**src/rtl/dmem_bridge_pkg.sv**
```systemverilog
`default_nettype none
// +--------------------------------------------------------------------------+
// | Module   : dmem_bridge_pkg                                               |
// | Purpose  : Shared types and constants for the data-memory bridge.        |
// |            Holds the bridge state encoding, the default error read data  |
// |            and a small address-alignment helper.                         |
// | Ports    : none (package)                                                |
// | Revision : 1.0 - initial release                                         |
// +--------------------------------------------------------------------------+
package dmem_bridge_pkg;

    // Bridge transaction states
    typedef enum logic [1:0] {
        DMB_IDLE = 2'd0,
        DMB_REQ  = 2'd1,
        DMB_DONE = 2'd2
    } dmb_state_e;

    // Read data handed back on an aborted or misaligned load
    localparam logic [31:0] DMB_ERR_DATA = 32'hFFFF_FFFF;

    // A word access is misaligned when either low byte-address bit is set
    function automatic logic dmb_misaligned(input logic [1:0] addr_lo);
        return (addr_lo != 2'b00);
    endfunction

endpackage
`default_nettype wire

```
**src/rtl/dmem_bridge.sv**
```systemverilog
`default_nettype none
// +--------------------------------------------------------------------------+
// | Module   : dmem_bridge                                                   |
// | Purpose  : Turns each datapath load/store into one single-beat           |
// |            cyc/stb/we/ack bus transaction, stalling the datapath while   |
// |            the transaction is outstanding. Misaligned accesses and bus   |
// |            timeouts are reported through sticky error flags.             |
// | Ports    : clk, cpu_rst_n (async, active low)                            |
// |            mem_ren/mem_wen/mem_addr/mem_dout -> mem_din, stall  (CPU)    |
// |            bus_cyc/stb/we/addr/wdata, bus_rdata/bus_ack          (bus)   |
// |            err_misalign, err_timeout, err_clr                  (status)  |
// | Revision : 1.0 - initial release                                         |
// +--------------------------------------------------------------------------+
module dmem_bridge
    import dmem_bridge_pkg::*;
#(
    parameter int unsigned TIMEOUT  = 255,
    parameter int unsigned TO_WIDTH = 8,
    parameter logic [31:0] ERR_DATA = DMB_ERR_DATA
) (
    input  logic        clk,
    input  logic        cpu_rst_n,
    // datapath side
    input  logic        mem_ren,
    input  logic        mem_wen,
    input  logic [31:0] mem_addr,
    input  logic [31:0] mem_dout,
    output logic [31:0] mem_din,
    output logic        stall,
    // bus side
    output logic        bus_cyc,
    output logic        bus_stb,
    output logic        bus_we,
    output logic [31:0] bus_addr,
    output logic [31:0] bus_wdata,
    input  logic [31:0] bus_rdata,
    input  logic        bus_ack,
    // status
    output logic        err_misalign,
    output logic        err_timeout,
    input  logic        err_clr
);

    localparam logic [TO_WIDTH-1:0] TO_LAST = TO_WIDTH'(TIMEOUT - 1);
    localparam logic [TO_WIDTH-1:0] TO_MAX  = '1;

    dmb_state_e          state_q;
    logic                cyc_q;
    logic                stb_q;
    logic                we_q;
    logic [31:0]         addr_q;
    logic [31:0]         wdata_q;
    logic [31:0]         data_q;
    logic [TO_WIDTH-1:0] cnt_q;
    logic                err_mis_q;
    logic                err_to_q;

    logic                w_req;

    assign w_req = mem_ren | mem_wen;

    // The reset term makes stall drop immediately on an asynchronous reset
    // even while the datapath keeps its request asserted.
    assign stall = cpu_rst_n &
                   (((state_q == DMB_IDLE) & w_req) | (state_q == DMB_REQ));

    assign bus_cyc      = cyc_q;
    assign bus_stb      = stb_q;
    assign bus_we       = we_q;
    assign bus_addr     = addr_q;
    assign bus_wdata    = wdata_q;
    assign mem_din      = data_q;
    assign err_misalign = err_mis_q;
    assign err_timeout  = err_to_q;

    always_ff @(posedge clk or negedge cpu_rst_n) begin
        if (!cpu_rst_n) begin
            state_q   <= DMB_IDLE;
            cyc_q     <= 1'b0;
            stb_q     <= 1'b0;
            we_q      <= 1'b0;
            addr_q    <= 32'd0;
            wdata_q   <= 32'd0;
            data_q    <= 32'd0;
            cnt_q     <= '0;
            err_mis_q <= 1'b0;
            err_to_q  <= 1'b0;
        end else begin
            // Clear first so that a flag set later in this block overrides it
            if (err_clr) begin
                err_mis_q <= 1'b0;
                err_to_q  <= 1'b0;
            end

            case (state_q)
                DMB_IDLE: begin
                    if (w_req) begin
                        if (dmb_misaligned(mem_addr[1:0])) begin
                            err_mis_q <= 1'b1;
                            data_q    <= ERR_DATA;
                            state_q   <= DMB_DONE;
                        end else begin
                            addr_q  <= {mem_addr[31:2], 2'b00};
                            wdata_q <= mem_dout;
                            we_q    <= mem_wen;   // store wins when both set
                            cyc_q   <= 1'b1;
                            stb_q   <= 1'b1;
                            cnt_q   <= '0;
                            state_q <= DMB_REQ;
                        end
                    end
                end

                DMB_REQ: begin
                    if (cnt_q != TO_MAX) begin
                        cnt_q <= cnt_q + TO_WIDTH'(1);
                    end
                    // Ack is checked first so it wins over a same-cycle timeout
                    if (bus_ack) begin
                        data_q  <= we_q ? 32'd0 : bus_rdata;
                        cyc_q   <= 1'b0;
                        stb_q   <= 1'b0;
                        we_q    <= 1'b0;
                        state_q <= DMB_DONE;
                    end else if (cnt_q == TO_LAST) begin
                        cyc_q    <= 1'b0;
                        stb_q    <= 1'b0;
                        we_q     <= 1'b0;
                        err_to_q <= 1'b1;
                        data_q   <= ERR_DATA;
                        state_q  <= DMB_DONE;
                    end
                end

                // Datapath commits here; a still-held request belongs to the
                // next instruction and is picked up in the following IDLE.
                DMB_DONE: begin
                    state_q <= DMB_IDLE;
                end

                default: begin
                    cyc_q   <= 1'b0;
                    stb_q   <= 1'b0;
                    we_q    <= 1'b0;
                    state_q <= DMB_IDLE;
                end
            endcase
        end
    end

endmodule
`default_nettype wire
```
**config.mk**
```make
export PLATFORM = sky130hd
export DESIGN_NAME = dmem_bridge
export DESIGN_NICKNAME = d
export VERILOG_FILES = /design/src/rtl/dmem_bridge_pkg.sv /design/src/rtl/dmem_bridge.sv
export SDC_FILE = /design/constraint.sdc
export NUM_CORES = 1
export LEC_CHECK = 0
export ABC_AREA = 1
export CORE_UTILIZATION = 43
export DETAILED_ROUTE_END_ITERATION = 8
export PLACE_DENSITY = 0.88
export SKIP_LAST_GASP = 1
export SYNTH_ARGS = -nofsm -noshare
export SYNTH_HDL_FRONTEND = slang
export SYNTH_SLANG_ARGS = --single-unit
```
**constraint.sdc**
```tcl
create_clock -name clk -period 1.73 [get_ports clk]
set_input_delay 0.346 -clock clk [delete_from_list [all_inputs] [get_ports clk]]
set_output_delay 0.346 -clock clk [all_outputs]
set_load 0.03 [all_outputs]
```
==> impl_results.md, run 1 <==
* Run status: finished, violations left
* Violations in the final reports: negative setup slack
* Post-Synth Simple-Gate Area at 0.308
* Share of the yosys chip area belonging to registers at 0.553
* Number of detailed-route iterations in the first pass at 5
* Initial DRC count at 312
* Number of unique standard cell types used by synthesis at 25
* Cell with the most instances after synthesis: sky130_fd_sc_hd__nand2_1
* Top cell type by total area after synthesis: sky130_fd_sc_hd__dfrtp_1
* Clock tree from TritonCTS: yes
* H-Tree Depth at 3
* Kind of capture point of the worst setup path: output port
* Critical path startpoint category: input port
* Drt drc at 0
* Finished Core Util at 0.676
* Period utilization at 1.00
* Adder and majority cell fraction of the synthesized area at 0.00512
* Static Leak at about 4.0 nW
* Synthesized-area fraction occupied by ao, oa, aoi and oai cells at 0.0492
* Number of buffer cells added on primary ports at 201
* Clock Sink Count at between 100 and 150
* Maximum operating frequency at 575 MHz
* Kind of critical path: input port to output port
* Cell-internal power at 7.10 mW
* Total number of yosys warnings at 0
* Clock buffers created by TritonCTS at 9
* Actual transition at the worst max-transition pin at 562 ps
* Critical path peak fanout at 2
* Worst clock skew at 7.13 ps
* Clock share of power at 0.165
* Combined global-route utilization of all metal layers at 0.236
* Non-filler instance count after layout at 930
* Height of the die at roughly 110 um
* Fin Setup TNS at -8.48 ps
* Sequential cell area at 2700 sq um
* Number of instances in the placed design at roughly 910
* Proportion of register bits with asynchronous set or reset after synthesis at 1.00
* Number of enable-type register cells in the synthesized netlist at 0
* Number of cells on the critical path at 6
* Pre-CTS setup slack at -177 ps
* Fin worst setup slack at -8.48 ps
* Number of antenna repair diodes at 0
* Main combinational cell family by area after synthesis: simple AND/OR/NAND/NOR gates
* Kind of cell adding the most delay to the critical path: buffers and inverters
* Combinational Power Share at 0.502
* Number of top-level pins at 204
* Relative max-transition margin at 0.625
* R2r startpoint: state_q[0]
* Gr ovfl total at 0
* Cell depth of the worst flop-to-flop path at 7
* Largest net degree at the start of global routing at 109
* Final setup viols at 1
* Root buffer cell: sky130_fd_sc_hd__clkbuf_16
* Total Die Area at roughly 12,000 sq um
* CTS max path bufs at 2
* Number of vias after detailed routing at 4,657
* Global-route wire length before repair at 21,600 um
* HP Class: input port to async pin
* Half-perimeter wire length after detailed placement at between 9000 and 10,000 um
* Area taken by multi-input logic gates at 1800 sq um
* Net switching component of the power at 5.76 mW
* Final non-filler cell area at 7390 sq um
* Post-Synthesis Cells at 588
* WL per Instance at 14.7 um
* Final Hold Violating Endpoints at 0
* Fraction of post-synthesis cell area in the top cell type by area at 0.553
* Number of max-cap violations at 0
* Mapped cell area at 4890 sq um
* Initial Utilization at 0.447
* Layout overhead on the synthesized area at 51.2%
* Largest voltage drop on the vdd net at 1.26 mV
* # fillers at 894
* Routability cong. at 0.824
* Worst-path cell chain: clkdlybuf4s50_1, inv_1, nand2_2, o21ai_4, nor2_1, buf_4
* Std-Cell Core Area at between 10,000 and 15,000 sq um
* Post-synthesis area per instance at roughly 8.3 sq um
* Total buffers and inverters traversed by the critical path at 3
* Share of synthesized area spent on multiplexers at 0
* Final critical-path required period at 1740 ps
* Overall die width at 109 um
* Wire length reported by the detailed router at 13,700 um
* Largest cells by area after synthesis: sky130_fd_sc_hd__dfrtp_1 55%, sky130_fd_sc_hd__nand2_1 16%, sky130_fd_sc_hd__nand3_1 11%
* Flop and latch count out of synthesis at 108
* Setup repair after global routing missed its margin: true
* Worst path required time at 1380 ps
* Fraction of power spent switching nets at 0.448
* Vias in the first global route at 4,506
* Final #Nets at a little under 900
* Total power per unit cell area at 1740 nW/um^2
* Cell types with the highest counts after synthesis: 210 x sky130_fd_sc_hd__nand2_1, 108 x sky130_fd_sc_hd__dfrtp_1, 106 x sky130_fd_sc_hd__nand3_1
* Crit path largest cell delay at 470 ps
* Worst Setup SP: mem_ren
* Arrival time of the worst setup path at about 1400 ps
* Vias per cell at 5.01
* Clock edge transition at the registers on the reported setup and hold paths at roughly 70 ps
* Critical Path Slowest Stage Cell: sky130_fd_sc_hd__clkdlybuf4s50_1
* Commonest register cell after synthesis: sky130_fd_sc_hd__dfrtp_1
* Hold-fix buffers, CTS at 0
* Number of placement rows at 38
* Antenna violation net count after detailed routing at 0
* Antenna violations before repair at 0
* Area after DPL at 7120 sq um
* Clock latency reported for the late side of the worst-skew pair at 350 ps
* Relative contribution of sequential cells to total power at 0.333
* Fraction of layout instances using a drive strength above 1 at 0.0797
* XOR/XNOR share of the synthesized area at 0
* Max-slew violations at 0
## logic make-up after synthesis
kind of cell,Yosys count
AO/OA/AOI/OAI,46
buffers and inverters,88
AND/OR/NAND/NOR,343
flip-flops,108
other,1
adder cells (fa/ha/maj),2
## worst reg2reg max path, delay by kind of cell (launching register included)
kind | cells | cell delay [ps]
buffers and inverters | 2 | 320
flip-flops | 1 | 440
AND/OR/NAND/NOR | 5 | 690
## sequential cells by signal (all words and copies together), names as in the netlist
| register | flops |
|---|---|
| state_q | 2 |
| err_timeout | 1 |
| bus_we | 1 |
| mem_din | 32 |
| bus_stb | 1 |
| cnt_q | 8 |
| bus_addr | 30 |
| bus_wdata | 32 |
| err_misalign | 1 |
## power groups by stage
stage          Sequential [mW]  Combinational [mW]  Clock (mW)
3_5_place_dp              4.35                7.09           0
6_report                  4.29                6.46        2.12
2_1_floorplan             6.45                1.79           0
4_1_cts                   4.30                6.51        2.15
3_3_place_gp              4.30                6.94           0
5_1_grt                   4.42                6.93        2.25
## routing by layer
metal	part of all wire	routed length [um]	GRT usage
met3	0.057	778	0.0448
met5	0	0	0
met4	0.038	523	0.127
met1	0.39	5400	0.285
met2	0.51	7010	0.400
## per-stage QoR
| stage | power (mW) | hold WS (ps) |
|---|---|---|
| floorplan | 8.24 | 50.4 |
| global placement | 11.2 | 452 |
| detailed placement | 11.4 | 458 |
| CTS | 13.0 | 113 |
| global route | 13.6 | 124 |
| finish | 12.9 | 83.9 |
## final timing paths
kind,slack (ps),end
min in group clk,470,bus_wdata[8]
hold reg to reg,470,bus_wdata[8]
hold / removal,80,mem_din[24]
max in group asynchronous,1230,bus_addr[9]
setup / recovery,-8,stall
setup reg to reg,150,bus_addr[21]
## layout make-up
class / instances / area share
Clock buffer: 13 / 0.0352
Clock inverter: 3 / 0.00593
Inverter: 50 / 0.0254
Multi-Input combinational cell: 393 / 0.244
Sequential cell: 108 / 0.366
Tap cell: 140 / 0.0237
Timing Repair Buffer: 223 / 0.300
## repair_timing
| item | in CTS | in global routing |
|---|---|---|
| pin swaps | 0 | 1 |
| cloned | 0 | 0 |
| setup endpoints to repair | 79 | 20 |
| resized for setup | 79 | 20 |
| endpoints found under the hold margin | 0 | 0 |
| buffers inserted | 0 | 1 |
## cells in the final DEF (no fill, tap or decap), types with 9 or more instances in the layout
| cell type | n |
|---|---|
| sky130_fd_sc_hd__clkbuf_16 | 9 |
| sky130_fd_sc_hd__dfrtp_1 | 108 |
| sky130_fd_sc_hd__o21ai_0 | 33 |
| sky130_fd_sc_hd__nand2_1 | 209 |
| sky130_fd_sc_hd__nand3_1 | 106 |
| sky130_fd_sc_hd__nand2_2 | 12 |
| sky130_fd_sc_hd__dlymetal6s2s_1 | 19 |
| sky130_fd_sc_hd__inv_1 | 46 |
| sky130_fd_sc_hd__clkdlybuf4s50_1 | 101 |
| sky130_fd_sc_hd__dlygate4sd2_1 | 78 |
| sky130_fd_sc_hd__buf_4 | 17 |
Power figures use the tool's default switching activity.
==> run 2, diff against run 1 <==
- ABC_AREA: 1 -> default
- CORE_UTILIZATION: 43 -> 42
==> run 2 against run 1 <==
Net effect: the flow still finishes with violations (negative setup slack); clock skew increased by 6.0 ps; sequential cell count is the same; critical path depth did not move; global-route usage fell by 2.6 points; sequential share of layout area grew 1.8 points; cell count down 27%; routed wire length shrank 14%; combinational power is 29% lower; highest routed layer unchanged.
==> impl_results.md, run 2 <==
* Run status: finished, violations left
* Violations in the final reports: negative setup slack
* Total Die Area at 11,200 sq um (-4.8%)
* Total buffers and inverters traversed by the critical path at 2 (-1)
* Final critical-path required period at 1730 ps (-4.02 ps)
* Critical Path Slowest Stage Cell: sky130_fd_sc_hd__dfrtp_1
* Vias per cell at 5.01 (about the same)
* H-Tree Depth at 3 (unchanged)
* Antenna violations before repair at 0 (unchanged)
* Period utilization at 1.00 (-0.00232)
* Top cell type by total area after synthesis: sky130_fd_sc_hd__dfrtp_1
* Critical path startpoint category: flip-flop
* Half-perimeter wire length after detailed placement at 8670 um (-9.2%)
* Crit path largest cell delay at 410 ps (-60 ps)
* Highest routing layer actually used: met4
* Share of the yosys chip area belonging to registers at 0.595 (+0.0424)
* Clock tree from TritonCTS: yes
* Gr ovfl total at 0 (unchanged)
* Cell with the most instances after synthesis: sky130_fd_sc_hd__dfrtp_1
* Area after DPL at 6850 sq um (-3.8%)
* Routability cong. at 0.770 (-6.6%)
* Kind of cell adding the most delay to the critical path: compound AO/OA/AOI/OAI gates
* Number of vias after detailed routing at 3,420 (-27%)
* Hold-fix buffers, CTS at 0 (unchanged)
* Number of top-level pins at 204 (unchanged)
* Clock Sink Count at 108 (unchanged)
* Relative max-transition margin at 0.593 (-0.0325)
* Number of detailed-route iterations in the first pass at 4 (-1)
* Number of max-cap violations at 0 (unchanged)
* R2r startpoint: cnt_q[6]
* Register-to-register path setup slack at -4 ps (-150 ps)
* Critical path peak fanout at 17 (+15)
* Flop and latch count out of synthesis at 108 (unchanged)
* Max-slew violations at 0 (unchanged)
* Vias in the first global route at 3,577 (-21%)
* Total number of yosys warnings at 0 (unchanged)
* Fraction of post-synthesis cell area in the top cell type by area at 0.595 (+0.0424)
* Final non-filler cell area at 7050 sq um (-4.7%)
* Commonest register cell after synthesis: sky130_fd_sc_hd__dfrtp_1
* Maximum operating frequency at 577 MHz (+0.23%)
* Root buffer cell: sky130_fd_sc_hd__clkbuf_8
* Met2 Wirelength at 6020 um (-14%)
* Overall die width at 106 um (-2.4%)
* Setup repair after global routing missed its margin: true
* Combined global-route utilization of all metal layers at 0.210 (-0.0263)
* Mapped cell area at 4540 sq um (-7.1%)
* Arrival time of the worst setup path at 2010 ps (+620 ps)
* Layout overhead on the synthesized area at 55.2%
* Final setup viols at 1 (unchanged)
* Static Leak at 3.01 nW (-24%)
* Initial DRC count at 153 (-51%)
* Worst-path cell chain: and4_4, nand4_4, a311oi_4, buf_4, buf_12, a2bb2oi_1
* Worst clock skew at 13.1 ps (+5.97 ps)
* Post-Synthesis Cells at 323 (-45%)
* Cell depth of the worst flop-to-flop path at 6 (-1)
* Number of unique standard cell types used by synthesis at 39 (+56%)
* Most common cell after layout, fill and taps aside: sky130_fd_sc_hd__dfrtp_1
* Final Hold Violating Endpoints at 0 (unchanged)
* Proportion of register bits with asynchronous set or reset after synthesis at 1.00 (unchanged)
* Antenna violation net count after detailed routing at 0 (unchanged)
* Most used cells in the layout excluding fill and tap cells: 108 x sky130_fd_sc_hd__dfrtp_1, 100 x sky130_fd_sc_hd__clkdlybuf4s50_1, 97 x sky130_fd_sc_hd__dlygate4sd2_1, 62 x sky130_fd_sc_hd__mux2_2, 40 x sky130_fd_sc_hd__nand2_1
* Largest voltage drop on the vdd net at 0.747 mV (-41%)
* Global-route wire length before repair at 18,400 um (-15%)
* Number of antenna repair diodes at 0 (unchanged)
* Area taken by multi-input logic gates at 1730 sq um (-3.8%)
* Clock edge transition at the registers on the reported setup and hold paths at 100 ps (+30 ps)
* Std-Cell Core Area at 10,400 sq um (-4.7%)
* Largest cells by area after synthesis: sky130_fd_sc_hd__dfrtp_1 60%, sky130_fd_sc_hd__mux2_2 15%, sky130_fd_sc_hd__a2bb2oi_2 9.6%
* Kind of critical path: flip-flop to flip-flop
* Cell types with the highest counts after synthesis: 108 x sky130_fd_sc_hd__dfrtp_1, 62 x sky130_fd_sc_hd__mux2_2, 40 x sky130_fd_sc_hd__nand2_1
* Height of the die at 106 um (-2.4%)
* Power, Total at 10.0 mW (-22%)
* Number of placement rows at 37 (-2.6%)
* Fin worst setup slack at -4.46 ps (+4.02 ps)
* Total power per unit cell area at 1430 nW/um^2 (-18%)
* Initial Utilization at 0.436 (-0.0111)
* HP Class: input port to async pin
* Fraction of layout instances using a drive strength above 1 at 0.269 (+0.189)
* Clock buffers created by TritonCTS at 9 (unchanged)
* Worst path required time at 2000 ps (+620 ps)
* Kind of capture point of the worst setup path: flip-flop
* Post-synthesis area per instance at 14.1 sq um (+69%)
* Sequential cell area at 2700 sq um (unchanged)
* Final #Nets at 647 (-27%)
* CTS max path bufs at 2 (unchanged)
* Wire length reported by the detailed router at 11,800 um (-14%)
* Actual transition at the worst max-transition pin at 611 ps (+48.8 ps)
* Number of enable-type register cells in the synthesized netlist at 0 (unchanged)
* Reg-to-reg endpoint: mem_din[4]
* Drt drc at 0 (unchanged)
* Largest net degree at the start of global routing at 109 (unchanged)
* Number of buffer cells added on primary ports at 201 (unchanged)
* Routed metal-1 wire length at 4790 um (-11%)
* WL per Instance at 17.3 um (+17%)
* Clock latency reported for the late side of the worst-skew pair at 360 ps (about the same)
* Detail Route met3 WL at 847 um (+8.9%)
* # fillers at 778 (-13%)
-- run 2: cell types whose count changed after synthesis, sizes merged, moves of 3 or more --
cell | before | now
nand2 | 223 | 40
nand3 | 106 | 7
mux2 | 0 | 62
inv | 50 | 5
o21ai | 42 | 6
a2bb2oi | 0 | 32
buf | 29 | 13
nor2 | 12 | 7
nand4 | 0 | 4
a21oi | 0 | 3
-- run 2: repair_timing --
action,CTS,global route
gates resized for setup,98,6
pin swaps,0,2
setup endpoints to repair,102,36
endpoints found under the hold margin,0,0
gates cloned,0,2
setup buffers,0,5
-- run 2: cell type report --
type                       count  share of cell area
inverter                       5             0.00266
sequential                   108               0.384
timing repair buffer         230               0.312
tap                          136              0.0241
multi-input combinational    189               0.246
clock buffer                  10              0.0195
clock inverter                 5              0.0121
-- run 2: cells by family (layout without fill, tap and decap cells) --
kind of cell,after synthesis,count (layout),synth area share
buffers and inverters,27,250,0.0320
muxes,63,63,0.156
xor gates and xnor gates,2,2,0.00386
DFF,108,108,0.595
AOI/OAI and AO/OA,52,52,0.135
adders and majority gates,2,2,0.00551
other,1,2,0.000826
and+or+nand+nor,68,68,0.0711
-- run 2: stage by stage --
step | setup WS, ps | util | setup TNS (ps) | hold slack (ps) | cells
after floorplan | 60.3 | - | 0 | 50.4 | 324
after global placement | -218 | 0.657 | -17680 | 468 | 661
after detailed placement | -285 | 0.657 | -23480 | 482 | 661
after CTS | -31.6 | 0.667 | -66.3 | 85.4 | 676
after global routing | -77.1 | 0.677 | -927 | 104 | 683
final | -4.46 | 0.677 | -4.46 | 12.6 | 683
-- run 2: worst max path at each step --
| stage | from | to | slack, ps | cells past startpoint |
|---|---|---|---|---|
| after CTS | cnt_q[7] | mem_din[4] | -30 | 5 |
| after floorplan | cnt_q[4] | mem_din[15] | 60 | 5 |
| after global placement | mem_addr[1] | mem_din[4] | -220 | 6 |
| final | cnt_q[6] | mem_din[4] | -4 | 6 |
| after global routing | cnt_q[6] | mem_din[4] | -80 | 6 |
| after detailed placement | mem_addr[1] | mem_din[4] | -280 | 6 |
-- run 2: routing by layer --
layer  GRT usage  vias up
met4      0.0625        0
li1            -     1586
met3      0.0540       15
met1       0.255     1663
met5           0        -
met2       0.367      156
-- run 2: report_power, final --
part	internal (mW)	switching (mW)
sequential	3.31	0.447
clock	0.856	0.835
combinational	1.90	2.70
total	6.07	3.98
